`src/rtl/load_store_unit.sv`:
```
`default_nettype none
// ============================================================================
//  Module   : load_store_unit
//  Purpose  : Bridges execute-stage byte-addressed load/store requests onto a
//             single-word synchronous data memory port. Handles byte/half/word
//             loads with sign or zero extension, word stores directly, and
//             byte/half stores as read-modify-write. Flags misaligned,
//             out-of-range and illegal-size requests without touching memory.
//  Ports    : clk, rst_n                 - clock, async active-low reset
//             req_valid/req_ready        - request handshake
//             req_wen, req_size,
//             req_signed, req_addr,
//             req_wdata                  - request fields
//             resp_valid/resp_ready      - response handshake
//             resp_rdata, resp_err       - response fields
//             mem_en, mem_wen, mem_addr,
//             mem_wdata, mem_rdata       - data memory port (1-cycle read)
//  Revision : 1.0 - initial release
// ============================================================================
module load_store_unit #(
    parameter int ADDR_W = 8
) (
    input  logic              clk,
    input  logic              rst_n,
    input  logic              req_valid,
    output logic              req_ready,
    input  logic              req_wen,
    input  logic [1:0]        req_size,
    input  logic              req_signed,
    input  logic [31:0]       req_addr,
    input  logic [31:0]       req_wdata,
    output logic              resp_valid,
    input  logic              resp_ready,
    output logic [31:0]       resp_rdata,
    output logic              resp_err,
    output logic              mem_en,
    output logic              mem_wen,
    output logic [ADDR_W-1:0] mem_addr,
    output logic [31:0]       mem_wdata,
    input  logic [31:0]       mem_rdata
);

    typedef enum logic [2:0] {
        S_IDLE = 3'd0,
        S_RD   = 3'd1,
        S_CAP  = 3'd2,
        S_WR   = 3'd3,
        S_RESP = 3'd4
    } state_t;

    localparam logic [1:0] c_SIZE_BYTE = 2'b00;
    localparam logic [1:0] c_SIZE_HALF = 2'b01;
    localparam logic [1:0] c_SIZE_WORD = 2'b10;

    state_t              r_state;
    state_t              w_state_nxt;

    logic [ADDR_W+1:0]   r_addr;
    logic [1:0]          r_size;
    logic                r_signed;
    logic                r_wen;
    logic [31:0]         r_wdata;    // store data; becomes the merged word in CAP
    logic [31:0]         r_rdata;
    logic                r_err;

    logic                w_accept;
    logic                w_req_err;
    logic                w_addr_hi_nz;
    logic [4:0]          w_shift;
    logic [15:0]         w_lane;
    logic [31:0]         w_load;
    logic [31:0]         w_mask;
    logic [31:0]         w_merged;
    logic                w_mem_active;

    assign w_accept = req_valid && (r_state == S_IDLE);

    // Any byte address beyond the memory's reach is rejected up front.
    assign w_addr_hi_nz = (req_addr >> (ADDR_W + 2)) != 32'd0;

    always_comb begin
        w_req_err = 1'b0;
        case (req_size)
            c_SIZE_BYTE: w_req_err = 1'b0;
            c_SIZE_HALF: w_req_err = req_addr[0];
            c_SIZE_WORD: w_req_err = |req_addr[1:0];
            default:     w_req_err = 1'b1;
        endcase
        w_req_err = w_req_err | w_addr_hi_nz;
    end

    // Little-endian lane select: shift the addressed byte/half down to bit 0.
    assign w_shift = {r_addr[1:0], 3'b000};
    assign w_lane  = 16'(mem_rdata >> w_shift);

    always_comb begin
        w_load = mem_rdata;
        case (r_size)
            c_SIZE_BYTE: w_load = {{24{r_signed & w_lane[7]}},  w_lane[7:0]};
            c_SIZE_HALF: w_load = {{16{r_signed & w_lane[15]}}, w_lane[15:0]};
            default:     w_load = mem_rdata;
        endcase
    end

    // Sub-word store merge: replace only the addressed lane, keep the rest.
    assign w_mask   = ((r_size == c_SIZE_BYTE) ? 32'h0000_00FF : 32'h0000_FFFF) << w_shift;
    assign w_merged = (mem_rdata & ~w_mask) | ((r_wdata << w_shift) & w_mask);

    always_comb begin
        w_state_nxt = r_state;
        case (r_state)
            S_IDLE: begin
                if (w_accept) begin
                    if (w_req_err)
                        w_state_nxt = S_RESP;
                    else if (req_wen && (req_size == c_SIZE_WORD))
                        w_state_nxt = S_WR;
                    else
                        w_state_nxt = S_RD;
                end
            end
            S_RD:    w_state_nxt = S_CAP;
            S_CAP:   w_state_nxt = r_wen ? S_WR : S_RESP;
            S_WR:    w_state_nxt = S_RESP;
            S_RESP:  w_state_nxt = resp_ready ? S_IDLE : S_RESP;
            default: w_state_nxt = S_IDLE;
        endcase
    end

    always_ff @(posedge clk or negedge rst_n) begin
        if (!rst_n) begin
            r_state  <= S_IDLE;
            r_addr   <= '0;
            r_size   <= 2'b00;
            r_signed <= 1'b0;
            r_wen    <= 1'b0;
            r_wdata  <= 32'd0;
            r_rdata  <= 32'd0;
            r_err    <= 1'b0;
        end else begin
            r_state <= w_state_nxt;
            if (w_accept) begin
                r_addr   <= req_addr[ADDR_W+1:0];
                r_size   <= req_size;
                r_signed <= req_signed;
                r_wen    <= req_wen;
                r_wdata  <= req_wdata;
                r_rdata  <= 32'd0;
                r_err    <= w_req_err;
            end else if (r_state == S_CAP) begin
                // mem_rdata is only trustworthy here; the memory blanks it afterwards.
                if (r_wen)
                    r_wdata <= w_merged;
                else
                    r_rdata <= w_load;
            end
        end
    end

    // Outputs depend only on state and captured registers.
    assign w_mem_active = (r_state == S_RD) || (r_state == S_WR);

    assign req_ready  = (r_state == S_IDLE);
    assign resp_valid = (r_state == S_RESP);
    assign resp_rdata = (r_state == S_RESP) ? r_rdata : 32'd0;
    assign resp_err   = (r_state == S_RESP) ? r_err   : 1'b0;
    assign mem_en     = w_mem_active;
    assign mem_wen    = (r_state == S_WR);
    assign mem_addr   = w_mem_active ? r_addr[ADDR_W+1:2] : '0;
    assign mem_wdata  = (r_state == S_WR) ? r_wdata : 32'd0;

endmodule
`default_nettype wire

```
`config.mk`:
```
export PLATFORM = sky130hd
export DESIGN_NAME = load_store_unit
export DESIGN_NICKNAME = d
export VERILOG_FILES = /design/src/rtl/load_store_unit.sv
export SDC_FILE = /design/constraint.sdc
export NUM_CORES = 1
export LEC_CHECK = 0
export CAP_MARGIN = 20
export CORE_MARGIN = 2
export CORE_UTILIZATION = 49
export CTS_CLUSTER_SIZE = 30
export DETAILED_ROUTE_END_ITERATION = 8
export PLACE_DENSITY = 0.89
export REMOVE_ABC_BUFFERS = 1
export SLEW_MARGIN = 20
export SYNTH_ARGS = -nofsm -noshare
export SYNTH_HDL_FRONTEND = slang
export SYNTH_SLANG_ARGS = --single-unit
```
`constraint.sdc`:
```
create_clock -name clk -period 3 [get_ports clk]
set_input_delay 0.6 -clock clk [delete_from_list [all_inputs] [get_ports clk]]
set_output_delay 0.6 -clock clk [all_outputs]
set_load 0.05 [all_outputs]
```
# Word-level counts from Yosys, hierarchy flattened
# Cells that the tools add are included.
totals:
  ram_bits: 0
  output_inout_bits: 77
  input_bits: 104
  memories: 0
  mem_bits_ro: 0
  word_cells: 58
  reg_bits: 82
  latch_bits: 0
op_classes:
  n_bitwise: 7
  magnitude_cmp: 0
  n_addsub: 0
  n_reduce_logical: 12
  shifts: 3
  n_mul: 0
  n_div: 0
  eq_ne: 9
  mux: 19
ops:
  columns: ["operator", "n"]
  rows:
  - ["$mux 32", 8]
  - ["$and 32x32->32", 2]
  - ["$pmux 32 s2", 1]
  - ["$not 32->32", 1]
  - ["$or 32x32->32", 1]
  - ["$reduce_bool 32->1", 1]
  - ["$shl 16x5->32", 1]
  - ["$shl 32x5->32", 1]
  - ["$shr 32x5->16", 1]
  - ["$mux 16", 1]
  - ["$pmux 3 s5", 1]
  - ["$mux 3", 4]
  - ["$mux 8", 1]
  - ["$eq 3x2->1 const B", 2]
  - ["$eq 2x1->1 const B", 2]
  - ["$logic_not 2->1", 2]
  - ["$ne 2x1->1 const B", 2]
  - ["$reduce_and 2->1", 2]
  - ["$reduce_bool 2->1", 2]
  - ["$eq 3x1->1 const B", 1]
  - ["$eq 3x3->1 const B", 1]
  - ["$logic_not 3->1", 1]
  - ["$pmux 1 s3", 1]
  - ["$and 1x1->1", 2]
  - ["other kinds (7)", 8]

# Logic depth before layout (Yosys ltp)
# Gate-level depths: netlist of run 1.
logic_depth:
  depth_word: 9
  ltp_mapped: 7
  mapped_depth_nobuf: 4

# Least setup slack after synthesis of run 1
# OpenSTA, ideal clock, no wires.
synth_timing:
  kind: "register to output"
  startpoint: "reg r_state[1]"
  endpoint: "out resp_rdata[22]"
  arrival_time_ns: 2.030
  path_stages_with_launch: 5
  path_slack_ns: 0.370
  path_cell_list: "dfrtp_1 clkbuf_1 nor3b_2 clkbuf_1 and2_1"
synth_via:
  elab_chain_len: 2
synth_lines:
  columns: ["item", "line_no", "rtl"]
  rows:
  - ["start, declared", "55", "state_t r_state;"]
  - ["start signal, assigned", "141", "r_state <= w_state_nxt;"]
  - ["$eq 3x3->1", null, null]
  - ["named net resp_valid", "32", "output logic resp_valid,"]
  - ["$mux 32", "165", "assign resp_rdata = (r_state == S_RESP) ? r_rdata : 32'd0;"]
  - ["end, declared", "34", "output logic [31:0] resp_rdata,"]
# The timed path passes the listed nets, and every way through them passes these cells.

# Worst setup path in the final report of run 1
layout_timing:
  startpoint: "reg r_state[0]"
  endpoint: "out mem_en"
layout_via:
  elab_chain_len: 2
  word_cells_on_any_way: 3
layout_lines:
  columns: ["item", "line_no", "rtl"]
  rows:
  - ["$eq 3x1->1 / $eq 3x2->1 (equally long branches)", "161", "assign w_mem_active = (r_state == S_RD) || (r_state == S_WR);"]
  - ["$logic_or 1x1->1 (*)", "161", null]
  - ["end, declared", "36", "output logic mem_en,"]
# Every way passes the cells marked *; elsewhere a longest branch is shown, timed or not.

==> results of run 1 <==
[placed cells by master (no fill, tap or decap), types with 9 or more instances in the layout]
| cell type | n |
|---|---|
| clkdlybuf4s50_1 | 104 |
| dfrtp_1 | 82 |
| nand2_1 | 74 |
| buf_4 | 54 |
| and2_1 | 43 |
| and3_1 | 38 |
| buf_12 | 35 |
| o21ai_1 | 33 |
| mux2i_1 | 32 |
| a22oi_1 | 26 |
| nor2_1 | 17 |
| a221o_1 | 16 |
| inv_1 | 16 |
| o21ai_0 | 15 |
| a21oi_1 | 13 |
| nor2b_1 | 10 |
| clkbuf_8 | 10 |
| o22ai_1 | 9 |
[path summary, 6_finish.rpt]
check | to | slack, ns | depth (start not counted)
max reg2reg | r_rdata[21]$_DFFE_PN0P_ | 0.65 | 4
min in group clk | r_rdata[5]$_DFFE_PN0P_ | 0.46 | 2
min | r_rdata[18]$_DFFE_PN0P_ | 0.28 | 1
max in group asynchronous | r_wdata[13]$_DFFE_PN0P_ | 2.21 | 1
max | mem_en | 0.21 | 2
min reg2reg | r_rdata[5]$_DFFE_PN0P_ | 0.46 | 2
[final cells by class]
| type | instances | area, µm² | share of cell area |
|---|---|---|---|
| Clock buffer | 11 | 141 | 0.0194 |
| Clock inverter | 3 | 65.1 | 0.00895 |
| Tap cell | 133 | 166 | 0.0229 |
| Timing Repair Buffer | 194 | 2160 | 0.297 |
| Sequential cell | 82 | 2050 | 0.282 |
| Inverter | 16 | 60.1 | 0.00826 |
| Multi-Input combinational cell | 403 | 2630 | 0.361 |
[metal layers]
metal,wire length (µm),up-vias,part of all wire
met4,384,0,0.023
met3,1580,39,0.095
li1,-,2288,-
met5,0,-,0
met1,6830,2374,0.41
met2,7780,324,0.47
[worst max-delay path: cells and delay by family (launching register included)]
| family | cells | cell delay (ns) |
|---|---|---|
| buffers and inverters | 1 | 0.85 |
| DFF | 1 | 0.64 |
| and+or+nand+nor | 1 | 0.33 |
[through the flow]
stage | TNS (ns) | hold WS [ns]
final | 0 | 0.280
after global routing | 0 | 0.338
after CTS | 0 | 0.454
after detailed placement | 0 | 0.450
after global placement | 0 | 0.448
after floorplan | -57.19 | 0.304
[cells by family after synthesis]
logic type | count (synthesis) | synth area share
AO/OA/AOI/OAI | 154 | 0.221
AND/OR/NAND/NOR | 214 | 0.233
multiplexers | 35 | 0.0719
buffers and inverters | 65 | 0.0608
flip-flops | 82 | 0.414
[power by group through the flow]
stage / clock network, mW / registers, mW / logic, mW
floorplan: 0 / 1.95 / 2.10
global placement: 0 / 1.95 / 3.32
detailed placement: 0 / 1.98 / 3.41
CTS: 0.887 / 1.96 / 3.42
global route: 0.931 / 2.03 / 3.72
finish: 0.887 / 1.98 / 3.44
==> flow_metrics.env, run 1 <==
export IMPL_endpoint_kind="output pin"
export IMPL_fin_crit_sh=0.929
export IMPL_synthArstFlopShare=1.00
export IMPL_rsz0062_at_grt="no"
export IMPL_p_seq_frac=0.314
export IMPL_clock_fmax_mhz=359
export IMPL_drc_errors=0
export IMPL_ir_worst_vdd_v=0.000633
export IMPL_gr_usage_met1=0.413
export IMPL_switchingPower_mw=2.81
export IMPL_gp_congestion=0.920
export IMPL_placed_area_um2=7060
export IMPL_power_frac_comb=0.546
export IMPL_first_pass_iters=5
export IMPL_post_drt_wl_per_cell_um=19.7
export IMPL_rr_startpoint="r_addr[1]$_DFFE_PN0P_"
export IMPL_io_pins=181
export IMPL_post_route_cell_area_um2=7270
export IMPL_core_area_um2=9820
export IMPL_ys_seq_area_frac=0.414
export IMPL_swShare=0.445
export IMPL_min_path_type="in2async"
export IMPL_n_antenna_cell=0
export IMPL_cpPeakStageDelay_ns=0.85
export IMPL_clkPwrFrac=0.141
export IMPL_hold_violations=0
export IMPL_fin_ws_ns=0.212
export IMPL_use_met3=0.0711
export IMPL_area_growth_pct=46.6
export IMPL_htree_levels=3
export IMPL_path_cells="nor2b_2, clkdlybuf4s50_1"
export IMPL_relSlewSlack=0.283
export IMPL_synth_most_common_cell="dfrtp_1"
export IMPL_netlist_top_cells_count="dfrtp_1 (82), nand2_1 (74), and2_1 (43)"
export IMPL_nNetsFinal=810
export IMPL_layout_min_cycle_time_ns=2.79
export IMPL_clk_pin_slew_ns=0.08
export IMPL_dp_cells=828
export IMPL_critPathSlowestCell="clkdlybuf4s50_1"
export IMPL_total_power_mw=6.31
export IMPL_p_leak_nw=3.40
export IMPL_outcome="complete, no violations"
export IMPL_grt_pass1_wl_um=26500
export IMPL_cts_sink_count=82
export IMPL_dp_hpwl_um=12200
export IMPL_start_util=0.505
export IMPL_synthDistinctLibCells=49
export IMPL_port_buffers=180
export IMPL_cts_resized=0
export IMPL_clkLatencyLatePin_ns=0.36
export IMPL_cp_start_kind="flip-flop"
export IMPL_setup_worst_path_class="reg2out"
export IMPL_drt_vias_per_instance=5.97
export IMPL_syn_avg_cell_area_um2=9.02
export IMPL_ys_ff_latch=82
export IMPL_power_density_nw_per_um2=867
export IMPL_worst_ep_arrival_time_ns=2.19
export IMPL_crit_start="r_state[0]$_DFFE_PN0P_"
export IMPL_hold_buffers=0
export IMPL_gr_max_usage_layer="met2"
export IMPL_setup_viol=0
export IMPL_ant_nets=0
export IMPL_grt_usage=0.306
export IMPL_p_int_mw=3.50
export IMPL_antenna_found_initial=0
export IMPL_die_y_um=105
export IMPL_finClkSkew_ns=0.00623
export IMPL_vias=5025
export IMPL_crit_path_max_fanout=10
export IMPL_maxCapViolCount=0
export IMPL_final_core_util=0.740
export IMPL_dp_slack_ns=0.446
export IMPL_clockBufferDepth=2
export IMPL_drive_gt1_frac=0.175
export IMPL_slew_violations=0
export IMPL_synth_edff_count=0
export IMPL_worst_pin_slew_ns=1.07
export IMPL_synth_area_um2=4960
export IMPL_die_area_um2=10900
export IMPL_synthCells=550
export IMPL_instances_no_fill=842
export IMPL_clockRootBuffer="clkbuf_8"
export IMPL_drt_iter0_drc=385
export IMPL_fp_dieW_um=105
export IMPL_overflow=0
export IMPL_nFillCells=721
export IMPL_synth_flop_cell="dfrtp_1"
export IMPL_synth_area_top_cells="dfrtp_1 (41%), mux2i_1 (6.5%), nand2_1 (5.6%)"
export IMPL_cts_made_buffers=9
export IMPL_yosysTopAreaCellShare=0.414
export IMPL_use_met2=0.493
export IMPL_grt_max_degree=83
export IMPL_grt_pass1_vias=4900
export IMPL_drt_total_wl_um=16600
export IMPL_yosysTopAreaCell="dfrtp_1"
export IMPL_yosys_warnings=0
export IMPL_cts_tree="yes"
export IMPL_post_cts_buffers=0
export IMPL_crit_required_ns=2.40
export IMPL_rows=36
No activity file was read; power rests on OpenSTA's default activity.
==> inputs of run 2 (changes only) <==
--- a/config.mk
+++ b/config.mk
@@ -10,7 +10,7 @@
 export CORE_UTILIZATION = 49
 export CTS_CLUSTER_SIZE = 30
 export DETAILED_ROUTE_END_ITERATION = 8
-export PLACE_DENSITY = 0.89
+export PLACE_DENSITY = 0.94
 export REMOVE_ABC_BUFFERS = 1
 export SLEW_MARGIN = 20
 export SYNTH_ARGS = -nofsm -noshare
==> run 2 against run 1 <==
Compared with the run above: sequential cell count unchanged; worst setup slack better by 0.041 ns; critical path type unchanged; register-to-register slack worse by 0.18 ns; sequential share of layout area down 1.5 points; critical endpoint is now mem_wdata[19]; clock skew up 0.0048 ns; clock-buffer cell count down 1; combinational power up 2%; first-iteration DRC count up 37%.
==> flow_metrics.env, run 2 (synthesis gave the netlist of run 1 again) <==
export IMPL_ir_worst_vdd_v=0.000460
export IMPL_setup_viol=0
export IMPL_hold_violations=0
export IMPL_cts_sink_count=82
export IMPL_post_drt_wl_per_cell_um=20.4
export IMPL_ant_nets=0
export IMPL_outcome="complete, no violations"
export IMPL_p_leak_nw=3.49
export IMPL_endpoint_kind="output pin"
export IMPL_die_y_um=105
export IMPL_core_area_um2=9820
export IMPL_crit_required_ns=2.40
export IMPL_rsz0062_at_grt="no"
export IMPL_power_frac_comb=0.539
export IMPL_nNetsFinal=808
export IMPL_relSlewSlack=0.297
export IMPL_drt_iter0_drc=526
export IMPL_clkLatencyLatePin_ns=0.36
export IMPL_area_growth_pct=54.8
export IMPL_worst_ep_arrival_time_ns=2.15
export IMPL_start_util=0.505
export IMPL_maxCapViolCount=0
export IMPL_clockBufferDepth=2
export IMPL_critPathSlowestCell="dfrtp_1"
export IMPL_setup_worst_path_class="reg2out"
export IMPL_fin_crit_sh=0.916
export IMPL_port_buffers=180
export IMPL_drt_vias_per_instance=6.20
export IMPL_instances_no_fill=842
export IMPL_hold_buffers=0
export IMPL_finClkSkew_ns=0.0110
export IMPL_min_path_type="in2async"
export IMPL_cpPeakStageDelay_ns=0.60
export IMPL_drc_errors=0
export IMPL_grt_pass1_wl_um=27300
export IMPL_grt_usage=0.313
export IMPL_crit_path_max_fanout=35
export IMPL_vias=5223
export IMPL_drive_gt1_frac=0.176
export IMPL_layout_common_cells="clkdlybuf4s50_1 (103), dfrtp_1 (82), nand2_1 (74)"
export IMPL_p_int_mw=3.59
export IMPL_die_area_um2=10900
export IMPL_dp_cells=826
export IMPL_ff2ff_path_depth=5
export IMPL_final_common_cell="clkdlybuf4s50_1"
export IMPL_rows=36
export IMPL_slew_violations=0
export IMPL_power_density_nw_per_um2=846
export IMPL_cts_made_buffers=9
export IMPL_io_pins=181
export IMPL_whs_ns=0.286
export IMPL_drt_total_wl_um=17100
export IMPL_swShare=0.447
export IMPL_cts_resized=0
export IMPL_switchingPower_mw=2.90
export IMPL_antenna_found_initial=0
export IMPL_clockRootBuffer="clkbuf_8"
export IMPL_cp_start_kind="flip-flop"
export IMPL_worst_pin_slew_ns=1.05
export IMPL_n_antenna_cell=0
export IMPL_layout_min_cycle_time_ns=2.75
export IMPL_path_cells="nor2b_2, buf_4, and3_1, buf_12"
export IMPL_dp_hpwl_um=12300
export IMPL_grt_pass1_vias=5334
export IMPL_clock_fmax_mhz=364
export IMPL_post_cts_buffers=0
export IMPL_gp_congestion=0.936
export IMPL_total_power_mw=6.50
export IMPL_htree_levels=3
export IMPL_cts_tree="yes"
export IMPL_first_pass_iters=7
export IMPL_p_seq_frac=0.312
export IMPL_clk_pin_slew_ns=0.08
export IMPL_clkPwrFrac=0.149
export IMPL_ff2ff_setup_slack_ns=0.47
export IMPL_grt_max_degree=83
export IMPL_fp_dieW_um=105
export IMPL_r2r_end="r_rdata[15]$_DFFE_PN0P_"
export IMPL_rr_startpoint="r_state[1]$_DFFE_PN0P_"
export IMPL_overflow=0
==> run 2: changes by cell type in the layout (fill, tap and decap cells not counted) <==
cell,before,now
buf_4,54,21
buf_12,35,67
clkinv_2,1,3
bufinv_16,2,3
clkbuf_8,10,9
clkdlybuf4s50_1,104,103
==> run 2: worst max path at each step <==
stage                                      start                 endpoint  slack, ns
after floorplan           r_state[1]$_DFFE_PN0P_  r_rdata[16]$_DFFE_PN0P_      -1.25
after global placement                 req_valid                flip-flop       0.28
after detailed placement               req_valid  r_wdata[13]$_DFFE_PN0P_       0.19
after CTS                 r_state[0]$_DFFE_PN0P_            mem_wdata[14]       0.25
after global routing      r_state[1]$_DFFE_PN0P_           resp_rdata[11]       0.12
final                     r_state[0]$_DFFE_PN0P_            mem_wdata[19]       0.25
==> run 2: critical path: cells and delay by family, from the launching register on <==
| kind | cells | cell delay [ns] |
|---|---|---|
| buffers and inverters | 2 | 0.52 |
| AND/OR/NAND/NOR | 2 | 0.66 |
| flip-flops | 1 | 0.60 |
==> run 2: routing by layer <==
metal	global-route usage	vias up	routed length, µm
li1	-	2288	-
met1	0.382	2508	6400
met2	0.538	362	8600
met3	0.0555	65	1510
met4	0.150	0	641
met5	0	-	0
==> run 2: area by class of cell <==
class,instances,area (µm²)
timing repair buffer,192,2540
clock buffer,10,128
fill,628,2140
tap,133,166
sequential,82,2050
clock inverter,6,105
inverter,16,60.1
multi-input combinational,403,2630
==> run 2: metrics by stage <==
stage	cell area, µm²	util	worst slack, ns	setup TNS, ns
finish	7680	0.782	0.253	0
global route	7680	0.782	0.124	0
CTS	7670	0.782	0.250	0
detailed placement	7440	0.758	0.190	0
global placement	7440	0.758	0.282	0
floorplan	4720	-	-1.25	-57.19
==> run 2: power by group through the flow <==
stage	logic (mW)	clock network (mW)	registers, mW
5_1_grt	3.74	1.01	2.08
2_1_floorplan	2.10	0	1.95
3_3_place_gp	3.26	0	1.97
3_5_place_dp	3.44	0	2.01
6_report	3.50	0.967	2.03
4_1_cts	3.46	0.966	2.00
